<file path="src/rtl/mod_147_3_2_jabber_if.sv">
// MII transmit-side signals between the MAC and the jabber monitor.
// The master modport is the MAC side; slave is the monitor.
interface mod_147_3_2_jabber_if;
  logic tx_en;
  logic tx_en_out;
  logic jab;
  logic xmit_max_timer_done;
  logic unjab_timer_done;
  logic xmit_max_timer_not_done;
  logic unjab_timer_not_done;

  modport master (
    output tx_en,
    input  tx_en_out,
    input  jab,
    input  xmit_max_timer_done,
    input  unjab_timer_done,
    input  xmit_max_timer_not_done,
    input  unjab_timer_not_done
  );

  modport slave (
    input  tx_en,
    output tx_en_out,
    output jab,
    output xmit_max_timer_done,
    output unjab_timer_done,
    output xmit_max_timer_not_done,
    output unjab_timer_not_done
  );
endinterface

</file>
<file path="src/rtl/mod_147_3_2_jabber.sv">
// Clause 147 PCS transmit jabber monitor: gates TX_EN after an over-long frame
// and releases only after a full run of consecutive idle cycles.
module mod_147_3_2_jabber #(
  parameter int unsigned XMIT_MAX_CYCLES = 50000,
  parameter int unsigned UNJAB_CYCLES    = 400000,
  parameter int unsigned CNT_W           = 20
) (
  input logic                   clk,
  input logic                   reset_n,
  mod_147_3_2_jabber_if.slave   mii
);

  typedef enum logic [1:0] {IDLE, XMIT, JAB, UNJAB} state_t;

  localparam logic [CNT_W-1:0] XMIT_LAST  = CNT_W'(XMIT_MAX_CYCLES - 1);
  localparam logic [CNT_W-1:0] UNJAB_LAST = CNT_W'(UNJAB_CYCLES - 1);
  localparam logic [CNT_W-1:0] CNT_ONE    = CNT_W'(1);

  state_t           state, state_nx;
  logic [CNT_W-1:0] cnt, cnt_nx;
  logic             jab_q;
  logic             xdone_q, xdone_nx;
  logic             udone_q, udone_nx;

  always_ff @(posedge clk or negedge reset_n) begin
    if (!reset_n) begin
      state   <= IDLE;
      cnt     <= '0;
      jab_q   <= 1'b0;
      xdone_q <= 1'b0;
      udone_q <= 1'b0;
    end else begin
      state   <= state_nx;
      cnt     <= cnt_nx;
      jab_q   <= (state_nx == JAB) || (state_nx == UNJAB);
      xdone_q <= xdone_nx;
      udone_q <= udone_nx;
    end
  end

  // The counter is cleared on every transition; the increment guard keeps it
  // saturating even though the terminal compare normally leaves the state first.
  always_comb begin
    state_nx = state;
    cnt_nx   = cnt;
    xdone_nx = 1'b0;
    udone_nx = 1'b0;
    case (state)
      IDLE: begin
        cnt_nx = '0;
        if (mii.tx_en) begin
          state_nx = XMIT;
          cnt_nx   = CNT_ONE;
        end
      end
      XMIT: begin
        if (!mii.tx_en) begin
          state_nx = IDLE;
          cnt_nx   = '0;
        end else if (cnt == XMIT_LAST) begin
          state_nx = JAB;
          cnt_nx   = '0;
          xdone_nx = 1'b1;
        end else if (cnt != '1) begin
          cnt_nx = cnt + CNT_ONE;
        end
      end
      JAB: begin
        cnt_nx = '0;
        if (!mii.tx_en) begin
          state_nx = UNJAB;
          cnt_nx   = CNT_ONE;
        end
      end
      UNJAB: begin
        if (mii.tx_en) begin
          state_nx = JAB;
          cnt_nx   = '0;
        end else if (cnt == UNJAB_LAST) begin
          state_nx = IDLE;
          cnt_nx   = '0;
          udone_nx = 1'b1;
        end else if (cnt != '1) begin
          cnt_nx = cnt + CNT_ONE;
        end
      end
      default: begin
        state_nx = IDLE;
        cnt_nx   = '0;
      end
    endcase
  end

  assign mii.jab                     = jab_q;
  assign mii.tx_en_out               = mii.tx_en & ~jab_q;
  assign mii.xmit_max_timer_done     = xdone_q;
  assign mii.unjab_timer_done        = udone_q;
  assign mii.xmit_max_timer_not_done = (state == XMIT);
  assign mii.unjab_timer_not_done    = (state == JAB) || (state == UNJAB);

endmodule

</file>
<file path="src/flat_wrapper.sv">
// flat-port wrapper written by rule: the top's interface ports become plain ports
module mod_147_3_2_jabber_flat 
#(
  parameter int unsigned XMIT_MAX_CYCLES = 50000,
  parameter int unsigned UNJAB_CYCLES    = 400000,
  parameter int unsigned CNT_W           = 20
)
  (clk, reset_n, mii_tx_en, mii_tx_en_out, mii_jab, mii_xmit_max_timer_done, mii_unjab_timer_done, mii_xmit_max_timer_not_done, mii_unjab_timer_not_done);
  mod_147_3_2_jabber_if mii_i ();
  input logic clk;
  input logic reset_n;
  input wire logic [$bits(mii_i.tx_en)-1:0] mii_tx_en;
  output wire logic [$bits(mii_i.tx_en_out)-1:0] mii_tx_en_out;
  output wire logic [$bits(mii_i.jab)-1:0] mii_jab;
  output wire logic [$bits(mii_i.xmit_max_timer_done)-1:0] mii_xmit_max_timer_done;
  output wire logic [$bits(mii_i.unjab_timer_done)-1:0] mii_unjab_timer_done;
  output wire logic [$bits(mii_i.xmit_max_timer_not_done)-1:0] mii_xmit_max_timer_not_done;
  output wire logic [$bits(mii_i.unjab_timer_not_done)-1:0] mii_unjab_timer_not_done;
  assign mii_i.tx_en = mii_tx_en;
  assign mii_tx_en_out = mii_i.tx_en_out;
  assign mii_jab = mii_i.jab;
  assign mii_xmit_max_timer_done = mii_i.xmit_max_timer_done;
  assign mii_unjab_timer_done = mii_i.unjab_timer_done;
  assign mii_xmit_max_timer_not_done = mii_i.xmit_max_timer_not_done;
  assign mii_unjab_timer_not_done = mii_i.unjab_timer_not_done;
  mod_147_3_2_jabber #(.XMIT_MAX_CYCLES(XMIT_MAX_CYCLES), .UNJAB_CYCLES(UNJAB_CYCLES), .CNT_W(CNT_W)) u_core (.clk(clk), .reset_n(reset_n), .mii(mii_i));
endmodule
</file>
<file path="config.mk">
export PLATFORM = sky130hd
export DESIGN_NAME = mod_147_3_2_jabber_flat
export DESIGN_NICKNAME = d
export VERILOG_FILES = /design/src/rtl/mod_147_3_2_jabber_if.sv /design/src/rtl/mod_147_3_2_jabber.sv /design/src/flat_wrapper.sv
export SDC_FILE = /design/constraint.sdc
export NUM_CORES = 1
export LEC_CHECK = 0
export BUFFER_PORTS_ARGS = -buffer_cell sky130_fd_sc_hd__buf_2
export CAP_MARGIN = 15
export CORE_ASPECT_RATIO = 1.75
export CORE_MARGIN = 5
export CORE_UTILIZATION = 35
export CTS_CLUSTER_SIZE = 16
export DETAILED_ROUTE_END_ITERATION = 16
export PLACE_DENSITY = 0.48
export SLEW_MARGIN = 20
export SYNTH_ARGS = -nofsm -noshare
export SYNTH_HDL_FRONTEND = slang
export SYNTH_SLANG_ARGS = --single-unit
</file>
<file path="constraint.sdc">
create_clock -name clk -period 2.17 [get_ports clk]
set_clock_uncertainty 0.15 [all_clocks]
set_input_delay 0.217 -clock clk [delete_from_list [all_inputs] [get_ports clk]]
set_output_delay 0.217 -clock clk [all_outputs]
set_load 0.01 [all_outputs]
</file>
# Word-level counts from Yosys, hierarchy flattened

Index checks and enable logic that the tools add are counted.

Word-level logic and storage cells: 40
Flip-flop bits (word level): 25
Input bits: 3

Eq/ne operators: 8
Bitwise gates (word level): 2
Add/subtract/negate cells: 1
Multiplexer cells: 21
Reduce and logical (&&, ||, !) cells: 3

Operators with widths:

| kind                                                  | count |
|---|---|
| 2-to-1 mux 20 bit                                     | 5 |
| case mux 20 bit (4 select lines)                      | 1 |
| adder 20 x 1 -> 20 bit, second input constant         | 1 |
| equality test 20 x 16 -> 1 bit, second input constant | 1 |
| equality test 20 x 19 -> 1 bit, second input constant | 1 |
| inequality test 20 bit, second input constant         | 1 |
| 2-to-1 mux 2 bit                                      | 6 |
| equality test 2 bit, second input constant            | 4 |
| 2-to-1 mux 1 bit                                      | 8 |
| case mux 2 bit (4 select lines)                       | 1 |
| equality test 2 x 1 -> 1 bit, second input constant   | 1 |
| zero test 2 bit                                       | 1 |
| logical OR 1 bit                                      | 2 |
| AND 1 bit                                             | 1 |
| inverter 1 bit                                        | 1 |

# Logic depth before layout (Yosys ltp)

Gate-level depths: netlist of run 1.

Depth in word-level cells: 6
Mapped depth: 7
Depth with buffers taken out: 6

# Worst setup path after synthesis of run 1

Ideal clock, no wire load.

Kind: register -> register
Start: reg u_core.cnt[10]
End: reg u_core.cnt[10]
Path slack: 0.172 ns
Period minus slack after synthesis: 1.998 ns
Data arrival time: 1.728 ns
Cell stages (with the launch flop): 7
Path through: dfrtp_1 or4_1 nor2_2 nand4_1 a31oi_4 buf_6 nor2_1

Cells in the longest elaborated chain, start to end: 5
Elaborated cells on any way between the ends: 10

Ends and longest elaborated chain:

| what                                                                    | line                                               | text |
|---|---|---|
| start, declared                                                         | mod_147_3_2_jabber.sv:20                           | `logic [CNT_W-1:0] cnt, cnt_nx;` |
| start signal, assigned                                                  | mod_147_3_2_jabber.sv:34                           | `cnt <= cnt_nx;` |
| adder 20 x 1 -> 20 bit / inequality test 20 bit (equally long branches) | -                                                  |  |
| 2-to-1 mux 20 bit                                                       | mod_147_3_2_jabber.sv:64, mod_147_3_2_jabber.sv:83 |  |
| 2-to-1 mux 20 bit, on equally long branches                             | mod_147_3_2_jabber.sv:79, mod_147_3_2_jabber.sv:60 |  |
| 2-to-1 mux 20 bit, on equally long branches                             | mod_147_3_2_jabber.sv:76, mod_147_3_2_jabber.sv:57 |  |
| case mux 20 bit (4 select lines) *                                      | mod_147_3_2_jabber.sv:48                           | `case (state)` |
| net u_core.cnt_nx[10]                                                   | mod_147_3_2_jabber.sv:20                           |  |

The timed path passes the listed nets; every way through them passes the cells marked *.

# Final worst setup path of run 1

Start: reg u_core.cnt[8]
End: reg u_core.cnt[11]

Same word-level chain as after synthesis.

==> metrics.cfg, run 1 <==
[global_routing]
grt_pass1_vias = 1248
grt_start_max_net_pins = 26
met2_usage_pct = 27.5
grt_overflow = 0
grt_usage_pct = 14.5
antenna_found_initial = 0
use_met3_pct = 1.66
grtUsageMet1_pct = 14.8
grt_pass1_wl_um = 5910
busiest_layer = met2

[hold_path]
hold_path.class = in -> async

[final_layout]
fillers = 384
final_common_cell = nor2_1
final_cell_mix = 25 x nor2_1, 24 x dfrtp_1, 13 x nand2_1
fin_nets = 167
regArea_um2 = 627
final_util_pct = 41.4
area_delta_synth_final_pct = 14.5
antenna_cells = 0
multi_input_area_um2 = 736
layout-drive-gt1-share_pct = 19.1

[yosys]
ys_ff_latch = 25
synth_nets = 150
synth_compound_area_share_pct = 14.1
synth-main-ff-cell = dfrtp_1
synth_seq_area_share_pct = 44.8
yosysWarnings = 0
muxShareOfSynthArea_pct = 2.15
synth-simple-area-share_pct = 30.1
synthCells = 146
synth.distinct_cells = 44
syn_area_um2 = 1400
synth_top_family_by_area = simple AND/OR/NAND/NOR gates
synthAdderAreaFrac_pct = 0.895
synth_xor_xnor_area_share_pct = 4.39
synth-edff-count = 0
synthArstFlopShare_pct = 100
avgSynthCellArea_um2 = 9.57

[critical_path]
worstReg2RegStart = u_core.cnt[8]$_DFF_PN0_
critPathLaunchType = flip-flop
crit_start = u_core.cnt[8]$_DFF_PN0_
worstSetupEndpointType = flip-flop
r2r_slack_ns = 0.09
crit_arrival_ns = 2.13
critical_path_class = reg -> reg
critPathMaxFanout = 8
crit_required_ns = 2.21

[clock_network]
cts_buffers = 3
clock_path_buffers = 2
clock_latency_ns = 0.27
htreeDepth = 1
cts.sinks = 25
root_buffer = clkbuf_8
cts_setup_buffers = 0
tritoncts = yes
cts.clk_slew.worst_paths_ns = 0.09

[floorplanning]
num_io_pins = 9
die_h_um = 93.6
chipWidth_um = 57.8
initial_core_util_pct = 36.1
coreArea_um2 = 3870
num_rows = 30
fp.dieArea_um2 = 5410

[flow_run]
drv_cap = 0

[timing]
rsz0062_at_grt = false
finalCritPeriodShare_pct = 96.0
setup_viol = 0
min_period_ns = 2.08
slew_headroom_pct = 61.2
tns_ns = 0
maxClockFrequency_mhz = 480
slew_viol_final = 0
hold_viol = 0
tightest_slew_ns = 0.582

[routing]
vias = 1206
vias_per_cell = 5.74
postRouteAntennaNets = 0
post-route-drc-count = 0
drtIter0Drc = 36
wl_per_cell_um = 17.2
firstDrtPassIters = 4
wirelength_um = 3610

[status]
outcome = finished, final reports clean

[power]
power_per_cell_area_nw_per_um2 = 516
p_leak_uw = 0.000623
ir_drop_mv = 0.231

[placed_design]
io_buffers = 8
hpwl_um = 2700
place.gp.congestion = 0.826

[final timing paths]
kind	to	cells after the start
min in group clk	u_core.mii.xmit_max_timer_done$_DFF_PN0_	1
setup / recovery	u_core.cnt[11]$_DFF_PN0_	6
hold reg to reg	u_core.mii.xmit_max_timer_done$_DFF_PN0_	1
max in group asynchronous	u_core.cnt[0]$_DFF_PN0_	2
hold / removal	u_core.mii.jab$_DFF_PN0_	2
setup reg to reg	u_core.cnt[11]$_DFF_PN0_	6
[cell type report]
class                   count  share of cell area, %
clock buffers               4                   2.81
multi-input cells         114                   46.0
well taps                  48                   3.75
repair buffers             17                   7.82
flip-flops and latches     25                   39.2
inverters                   2                  0.469
[routing by layer]
| layer | routed length [µm] | up-vias | part of all wire [%] |
|---|---|---|---|
| met3 | 133 | 14 | 3.7 |
| met5 | 0 | - | 0 |
| met2 | 1930 | 36 | 53 |
| li1 | - | 567 | - |
| met4 | 175 | 0 | 4.8 |
| met1 | 1370 | 589 | 38 |
[synthesized netlist by cell type, types with 2 or more instances]
cell       number  area share [%]
nor2_1         26             7.0
dfrtp_1        25              45
nand2_1        13             3.5
a211oi_1        7             3.8
nand4_1         6             2.7
nand3_1         5             1.8
a21oi_1         4             1.4
a31oi_1         4             1.8
nor3_1          4             1.4
xnor2_1         4             2.5
and4_1          3             1.9
buf_6           3             2.4
mux2i_1         3             2.1
xor2_1          3             1.9
inv_1           2            0.54
nor2b_1         2            0.90
nor3b_1         2             1.1
nor4_1          2            0.90
o2111ai_1       2             1.3
or4_1           2             1.1
[logic make-up after synthesis]
logic type,count (synthesis)
compound gates,25
xor+xnor,7
fa+ha+maj,1
buf+inv,7
flops,25
mux,3
simple gates,78
[registers in the layout, summed over array words and instances (netlist names)]
register / count
u_core.mii.unjab_timer_done: 1
u_core.mii.jab: 1
u_core.cnt: 20
u_core.state: 2
u_core.mii.xmit_max_timer_done: 1
[worst max-delay path, cell delays in order, from the launching register on]
cell and delay, ns:
dfrtp_1 0.40, buf_4 0.14, and3_2 0.21, nand4_1 0.25, or3_4 0.47, and3_4 0.19
a211oi_2 0.19
[through the flow]
| step | cell area (µm²) | power [µW] | hold WS, ns | worst slack, ns | std cells |
|---|---|---|---|---|---|
| floorplan | 1400 | 520 | -0.229 | 0.172 | 146 |
| global placement | 1520 | 546 | 0.0978 | 0.100 | 204 |
| detailed placement | 1520 | 548 | 0.106 | 0.0566 | 204 |
| CTS | 1590 | 840 | 0.340 | 0.0374 | 210 |
| global route | 1600 | 866 | 0.371 | 0.00215 | 210 |
| finish | 1600 | 826 | 0.316 | 0.0869 | 210 |
[repair_timing]
action,4_1_cts,5_1_grt
endpoints found under the setup margin,0,20
endpoints found under the hold margin,26,0
gates resized for setup,0,4
hold buffers,2,0
[where the power goes]
| part | switching (µW) | internal (µW) | total [µW] |
|---|---|---|---|
| combinational | 33.9 | 24.8 | 58.7 |
| sequential | 9.78 | 473 | 482 |
| clock | 154 | 132 | 286 |
(Power assumes the default switching activity.)
==> run 2, diff against run 1 <==
--- a/config.mk
+++ b/config.mk
@@ -5,15 +5,16 @@
 export SDC_FILE = /design/constraint.sdc
 export NUM_CORES = 1
 export LEC_CHECK = 0
-export BUFFER_PORTS_ARGS = -buffer_cell sky130_fd_sc_hd__buf_2
 export CAP_MARGIN = 15
 export CORE_ASPECT_RATIO = 1.75
 export CORE_MARGIN = 5
 export CORE_UTILIZATION = 35
 export CTS_CLUSTER_SIZE = 16
 export DETAILED_ROUTE_END_ITERATION = 16
-export PLACE_DENSITY = 0.48
+export DONT_BUFFER_PORTS = 1
+export PLACE_DENSITY = 0.46
 export SLEW_MARGIN = 20
 export SYNTH_ARGS = -nofsm -noshare
 export SYNTH_HDL_FRONTEND = slang
 export SYNTH_SLANG_ARGS = --single-unit
+export TNS_END_PERCENT = 5
==> run 2 against run 1 <==
- total power increased by 0.11%
- clock power about the same
- combinational power increased by 3%
- largest cell class unchanged
==> metrics.cfg, run 2 (synthesis results as in run 1) <==
[status]
outcome = finished, final reports clean

[routing]
post-route-drc-count = 0  ; unchanged
postRouteAntennaNets = 0  ; unchanged
vias = 1196  ; -0.83%
drtIter0Drc = 37  ; +2.8%
vias_per_cell = 5.86  ; +2.1%
firstDrtPassIters = 4  ; unchanged
wl_per_cell_um = 17.8  ; +3.8%
wirelength_um = 3640  ; +0.80%

[timing]
tightest_slew_ns = 0.436  ; -0.146 ns
finalCritPeriodShare_pct = 96.1  ; +0.15 points
slew_viol_final = 0  ; unchanged
rsz0062_at_grt = false
setup_ws_ns = 0.0836  ; -0.00336 ns
min_period_ns = 2.09  ; +0.00336 ns
setup_viol = 0  ; unchanged
hold_viol = 0  ; unchanged
maxClockFrequency_mhz = 479  ; -0.16%
slew_headroom_pct = 70.8  ; +9.6 points

[final_layout]
top_register = u_core.cnt
fin_nets = 161  ; -3.6%
layout-drive-gt1-share_pct = 15.4  ; -3.8 points
final_cell_mix = 26 x nor2_1, 25 x dfrtp_1, 13 x nand2_1
final_util_pct = 41.0  ; -0.42 points
area_delta_synth_final_pct = 13.3
fillers = 393  ; +2.3%
largest_reg_flops = 20  ; unchanged
top_regs = u_core.cnt: 20 flops, u_core.state: 2 flops
antenna_cells = 0  ; unchanged
final_common_cell = nor2_1

[clock_network]
tritoncts = yes
cts_buffers = 3  ; unchanged
cts.sinks = 25  ; unchanged
htreeDepth = 1  ; unchanged
clock_latency_ns = 0.27  ; about the same
clock_path_buffers = 2  ; unchanged
cts.clk_slew.worst_paths_ns = 0.09  ; about the same
root_buffer = clkbuf_8

[power]
p_leak_uw = 0.000597  ; -4.1%
ir_drop_mv = 0.286  ; +24%
power_per_cell_area_nw_per_um2 = 522  ; +1.1%

[critical_path]
crit_arrival_ns = 2.13  ; about the same
endpoint = u_core.cnt[11]$_DFF_PN0_
rr_worst_depth = 6  ; unchanged
worstSetupEndpointType = flip-flop
critPathLaunchType = flip-flop
critical_path_class = reg -> reg
worstReg2RegStart = u_core.cnt[1]$_DFF_PN0_
r2r-end = u_core.cnt[11]$_DFF_PN0_
r2r_slack_ns = 0.08  ; about the same
crit_required_ns = 2.22  ; about the same
critPathMaxFanout = 8  ; unchanged
crit_start = u_core.cnt[1]$_DFF_PN0_

[floorplanning]
coreArea_um2 = 3870  ; unchanged
fp.dieArea_um2 = 5410  ; unchanged
num_io_pins = 9  ; unchanged
initial_core_util_pct = 36.1  ; unchanged
chipWidth_um = 57.8  ; unchanged
num_rows = 30  ; unchanged
die_h_um = 93.6  ; unchanged

[hold_path]
hold_path.class = in -> reg

[flow_run]
drv_cap = 0  ; unchanged

[global_routing]
antenna_found_initial = 0  ; unchanged
grt_pass1_wl_um = 5820  ; -1.5%
grt_pass1_vias = 1237  ; -0.88%
grt_usage_pct = 14.1  ; -0.43 points
grt_overflow = 0  ; unchanged
grt_start_max_net_pins = 26  ; unchanged

[placed_design]
io_buffers = 0  ; -8
pre_cts_ws_ns = -0.0294  ; -0.0861 ns
hpwl_um = 2720  ; +1.1%
place.gp.congestion = 0.846  ; +2.4%

-- run 2: how the worst min path moves through the flow --
stage | cells past startpoint | from | slack [ns] | end
floorplan | 0 | reset_n | -0.23 | u_core.cnt[0]$_DFF_PN0_
detailed placement | 0 | reset_n | -0.23 | u_core.cnt[3]$_DFF_PN0_
global route | 2 | mii_tx_en | 0.09 | u_core.state[0]$_DFF_PN0_
finish | 2 | mii_tx_en | 0.09 | u_core.state[0]$_DFF_PN0_
CTS | 2 | mii_tx_en | 0.08 | u_core.state[0]$_DFF_PN0_
global placement | 0 | reset_n | -0.23 | u_core.cnt[3]$_DFF_PN0_
-- run 2: routing by layer --
metal | global-route usage, % | wire length (µm)
met5 | 0 | 0
met2 | 24.3 | 1900
met3 | 2.21 | 156
met1 | 14.1 | 1300
met4 | 12.2 | 284
-- run 2: what timing repair did --
action	CTS	global route
resized for setup	1	2
endpoints found under the hold margin	29	0
endpoints found under the setup margin	1	5
buffers inserted	0	0
pin swaps	0	0
hold buffers	3	0
-- run 2: power by group --
part	internal (µW)	leakage [µW]	switching (µW)	total (µW)
clock network	129	0.0000255	156	285
registers	472	0.000343	9.56	482
logic	26.4	0.000228	34.1	60.4
-- run 2: area by class of cell --
cell class	count	area, µm²	share of cell area [%]
multi-input combinational	114	732	46.2
sequential	25	626	39.5
timing repair buffer	11	113	7.11
tap	48	60.1	3.79
clock buffer	3	41.3	2.61
inverter	2	7.51	0.474
clock inverter	1	5.00	0.316
-- run 2: worst max-delay path: stages, from the launching register on --
cell and delay [ns]:
dfrtp_1 0.41, ha_1 0.24, and3_4 0.25, nand2_1 0.11
or3_4 0.47, and3_4 0.19, a211oi_2 0.19
-- run 2: metrics by stage --
step                std cells  hold WS [ns]  power [µW]  TNS, ns  area [µm²]
finish                    204        0.0887         827        0        1580
global route              204        0.0879         864        0        1580
CTS                       204        0.0825         844        0        1580
detailed placement        197        -0.228         535  -0.0294        1490
global placement          197        -0.228         535        0        1490
floorplan                 146        -0.229         520        0        1400
==> run 3, diff against run 2 <==
--- a/config.mk
+++ b/config.mk
@@ -5,6 +5,7 @@
 export SDC_FILE = /design/constraint.sdc
 export NUM_CORES = 1
 export LEC_CHECK = 0
+export ABC_AREA = 1
 export CAP_MARGIN = 15
 export CORE_ASPECT_RATIO = 1.75
 export CORE_MARGIN = 5
==> run 3 against run 2 <==
- non-clock buffer count down 6
- synthesized cell count grew 79%
- register-to-register slack improved by 0.05 ns
- design area up 19%
- critical path depth is 2 higher
- maximum frequency up 2.4%
- setup slack improved by 0.050 ns
- sequential power down 2%
- worst hold slack got worse by 0.086 ns
- clock power hardly changed
- clock-buffer cell count is 1 higher
- global-route usage is 2.3 points higher
- critical endpoint is now u_core.cnt[18]$_DFF_PN0_
==> metrics.cfg, run 3 <==
[status]
outcome = finished, final reports clean

[hold_path]
hold_path.class = in -> reg

[final_layout]
final_cell_mix = 72 x nand2_1, 44 x inv_1, 42 x nor2_1
antenna_cells = 0  ; unchanged
final_common_cell = nand2_1
fillers = 524  ; +33%
top_regs = u_core.cnt: 20 flops, u_core.state: 2 flops
fin_cells = 322  ; +58%
top_register = u_core.cnt
largest_reg_flops = 20  ; unchanged
layout-drive-gt1-share_pct = 11.2  ; -4.2 points
area_delta_synth_final_pct = 8.24
design_area_um2 = 1890  ; +19%
fin_nets = 273  ; +70%

[timing]
rsz0062_at_grt = false
min_period_ns = 2.04  ; -0.0498 ns
setup_ws_ns = 0.133  ; +0.0498 ns
maxClockFrequency_mhz = 491  ; +2.4%
hold_viol = 0  ; unchanged
finalCritPeriodShare_pct = 93.9  ; -2.3 points
whs_ns = 0.00306  ; -0.0857 ns
slew_viol_final = 0  ; unchanged
tns_ns = 0  ; unchanged
slew_headroom_pct = 73.2  ; +2.3 points
setup_viol = 0  ; unchanged
tightest_slew_ns = 0.401  ; -0.0350 ns

[floorplanning]
die_h_um = 103  ; +11%
fp.dieArea_um2 = 6550  ; +21%
chipWidth_um = 63.4  ; +9.7%
num_rows = 34  ; +13%
num_io_pins = 9  ; unchanged
initial_core_util_pct = 35.7  ; -0.47 points
coreArea_um2 = 4890  ; +27%

[clock_network]
cts.clk_slew.worst_paths_ns = 0.09  ; about the same
clock_latency_ns = 0.27  ; about the same
htreeDepth = 1  ; unchanged
cts_buffers = 3  ; unchanged
cts.sinks = 25  ; unchanged
cts_setup_buffers = 0  ; unchanged
root_buffer = clkbuf_8
tritoncts = yes
clock_path_buffers = 2  ; unchanged

[yosys]
synth_nets = 266  ; +77%
synth_most_common_cell = nand2_1
synth.top_cell.area_share_pct = 35.8  ; -8.9 points
synthArstFlopShare_pct = 100  ; unchanged
yosysWarnings = 0  ; unchanged
avgSynthCellArea_um2 = 6.66  ; -30%
synth_area_leaders = dfrtp_1 36%, nand2_1 15%, inv_1 9.5%
synthCells = 262  ; +79%
ys_ff_latch = 25  ; unchanged
ys_top_cells_by_count = 72 x nand2_1, 44 x inv_1, 42 x nor2_1
synth_seq_area_share_pct = 35.8  ; -8.9 points
syn_area_um2 = 1750  ; +25%
synth_top_area_cell = dfrtp_1
synth.distinct_cells = 27  ; -39%
synth-main-ff-cell = dfrtp_1
synth-edff-count = 0  ; unchanged

[critical_path]
critPathLaunchType = flip-flop
crit_slowest_cell = dfrtp_1
path_delay_family = simple AND/OR/NAND/NOR gates
cp_cell_sequence = ha_2 -> nand3_4 -> nor2_4 -> nand3_1 -> nand2_1 -> nand2_2 -> inv_1 -> a21oi_1
crit_required_ns = 2.17  ; -0.05 ns
worstSetupEndpointType = flip-flop
critPathMaxStageDelay_ns = 0.41  ; -0.06 ns
crit_buf_inv = 1  ; +1
crit_arrival_ns = 2.04  ; -0.09 ns
critPathMaxFanout = 16  ; +8
critical_path_class = reg -> reg

[global_routing]
grt_pass1_vias = 1659  ; +34%
antenna_found_initial = 0  ; unchanged
grt_pass1_wl_um = 8200  ; +41%
grt_start_max_net_pins = 26  ; unchanged
grt_overflow = 0  ; unchanged
grt_usage_pct = 16.4  ; +2.3 points

[placed_design]
hpwl_um = 4020  ; +48%
pre_cts_ws_ns = 0.0801  ; +0.110 ns
place_area_um2 = 1800  ; +21%
io_buffers = 0  ; unchanged
placed_cells = 315  ; +60%
place.gp.congestion = 0.885  ; +4.6%

[routing]
vias = 1600  ; +34%
wirelength_um = 5060  ; +39%
wl_per_cell_um = 15.7  ; -12%
vias_per_cell = 4.97  ; -15%
post-route-drc-count = 0  ; unchanged
drtIter0Drc = 49  ; +32%
postRouteAntennaNets = 0  ; unchanged
firstDrtPassIters = 4  ; unchanged

[power]
power_per_cell_area_nw_per_um2 = 425  ; -19%
p_leak_uw = 0.000956  ; +60%
ir_drop_mv = 0.229  ; -20%

[flow_run]
drv_cap = 0  ; unchanged

==> run 3: cell types whose count changed in the layout (fill, tap and decap cells not counted), sizes merged, moves of 3 or more <==
cell    delta
a31oi      -5
xnor2      -4
and4       -3
a211oi     -8
o21ai      +5
nand2     +65
mux2i      -3
inv       +42
buf        -6
nor2      +26
nand3     +22
==> run 3: kinds of logic after synthesis <==
group | share of synthesized area [%]
AOI/OAI and AO/OA | 3.30
xor gates and xnor gates | 1.51
adders and majority gates | 0.717
buffers and inverters | 11.0
DFF | 35.8
and+or+nand+nor | 47.7
==> run 3: repair_timing <==
item | CTS | global route
hold buffers | 3 | 0
endpoints found under the setup margin | 0 | 7
resized for setup | 0 | 1
endpoints found under the hold margin | 27 | 0
==> run 3: layer usage <==
metal / GRT usage, % / wire [µm] / share of wire, % / up-vias
li1: - / - / - / 823
met1: 16.7 / 1830 / 36 / 731
met2: 31.4 / 2830 / 56 / 31
met3: 2.05 / 145 / 2.9 / 15
met4: 9.60 / 255 / 5.0 / 0
met5: 0 / 0 / 0 / -
==> run 3: power breakdown <==
part	leakage [µW]	total [µW]	internal [µW]	switching, µW
logic	0.000598	47.2	15.8	31.4
registers	0.000335	473	469	4.32
clock network	0.0000228	282	132	150
==> run 3: area by class of cell <==
type,count,area [µm²],area share [%]
clock buffer,4,45.0,2.38
tap,54,67.6,3.58
sequential,25,626,33.1
inverter,44,165,8.74
multi-input combinational,190,931,49.3
timing repair buffer,5,55.1,2.91
==> run 3: path summary, 6_finish.rpt <==
kind | startpoint | end | slack (ns) | depth (start not counted)
worst max-delay path | u_core.cnt[1]$_DFF_PN0_ | u_core.cnt[18]$_DFF_PN0_ | 0.13 | 8
worst min-delay path | mii_tx_en | u_core.mii.xmit_max_timer_done$_DFF_PN0_ | 0.003 | 2
worst max register to register | u_core.cnt[1]$_DFF_PN0_ | u_core.cnt[18]$_DFF_PN0_ | 0.13 | 8
worst min register to register | u_core.cnt[19]$_DFF_PN0_ | u_core.cnt[19]$_DFF_PN0_ | 0.45 | 4
max in group asynchronous | reset_n | u_core.cnt[9]$_DFF_PN0_ | 1.49 | 2
min in group asynchronous | reset_n | u_core.cnt[17]$_DFF_PN0_ | 0.22 | 2
==> run 3: metrics by stage <==
step,utilization (%),total power (µW)
2_1_floorplan,-,505
3_3_place_gp,36.8,513
3_5_place_dp,36.8,512
4_1_cts,38.6,816
5_1_grt,38.6,846
6_report,38.6,802
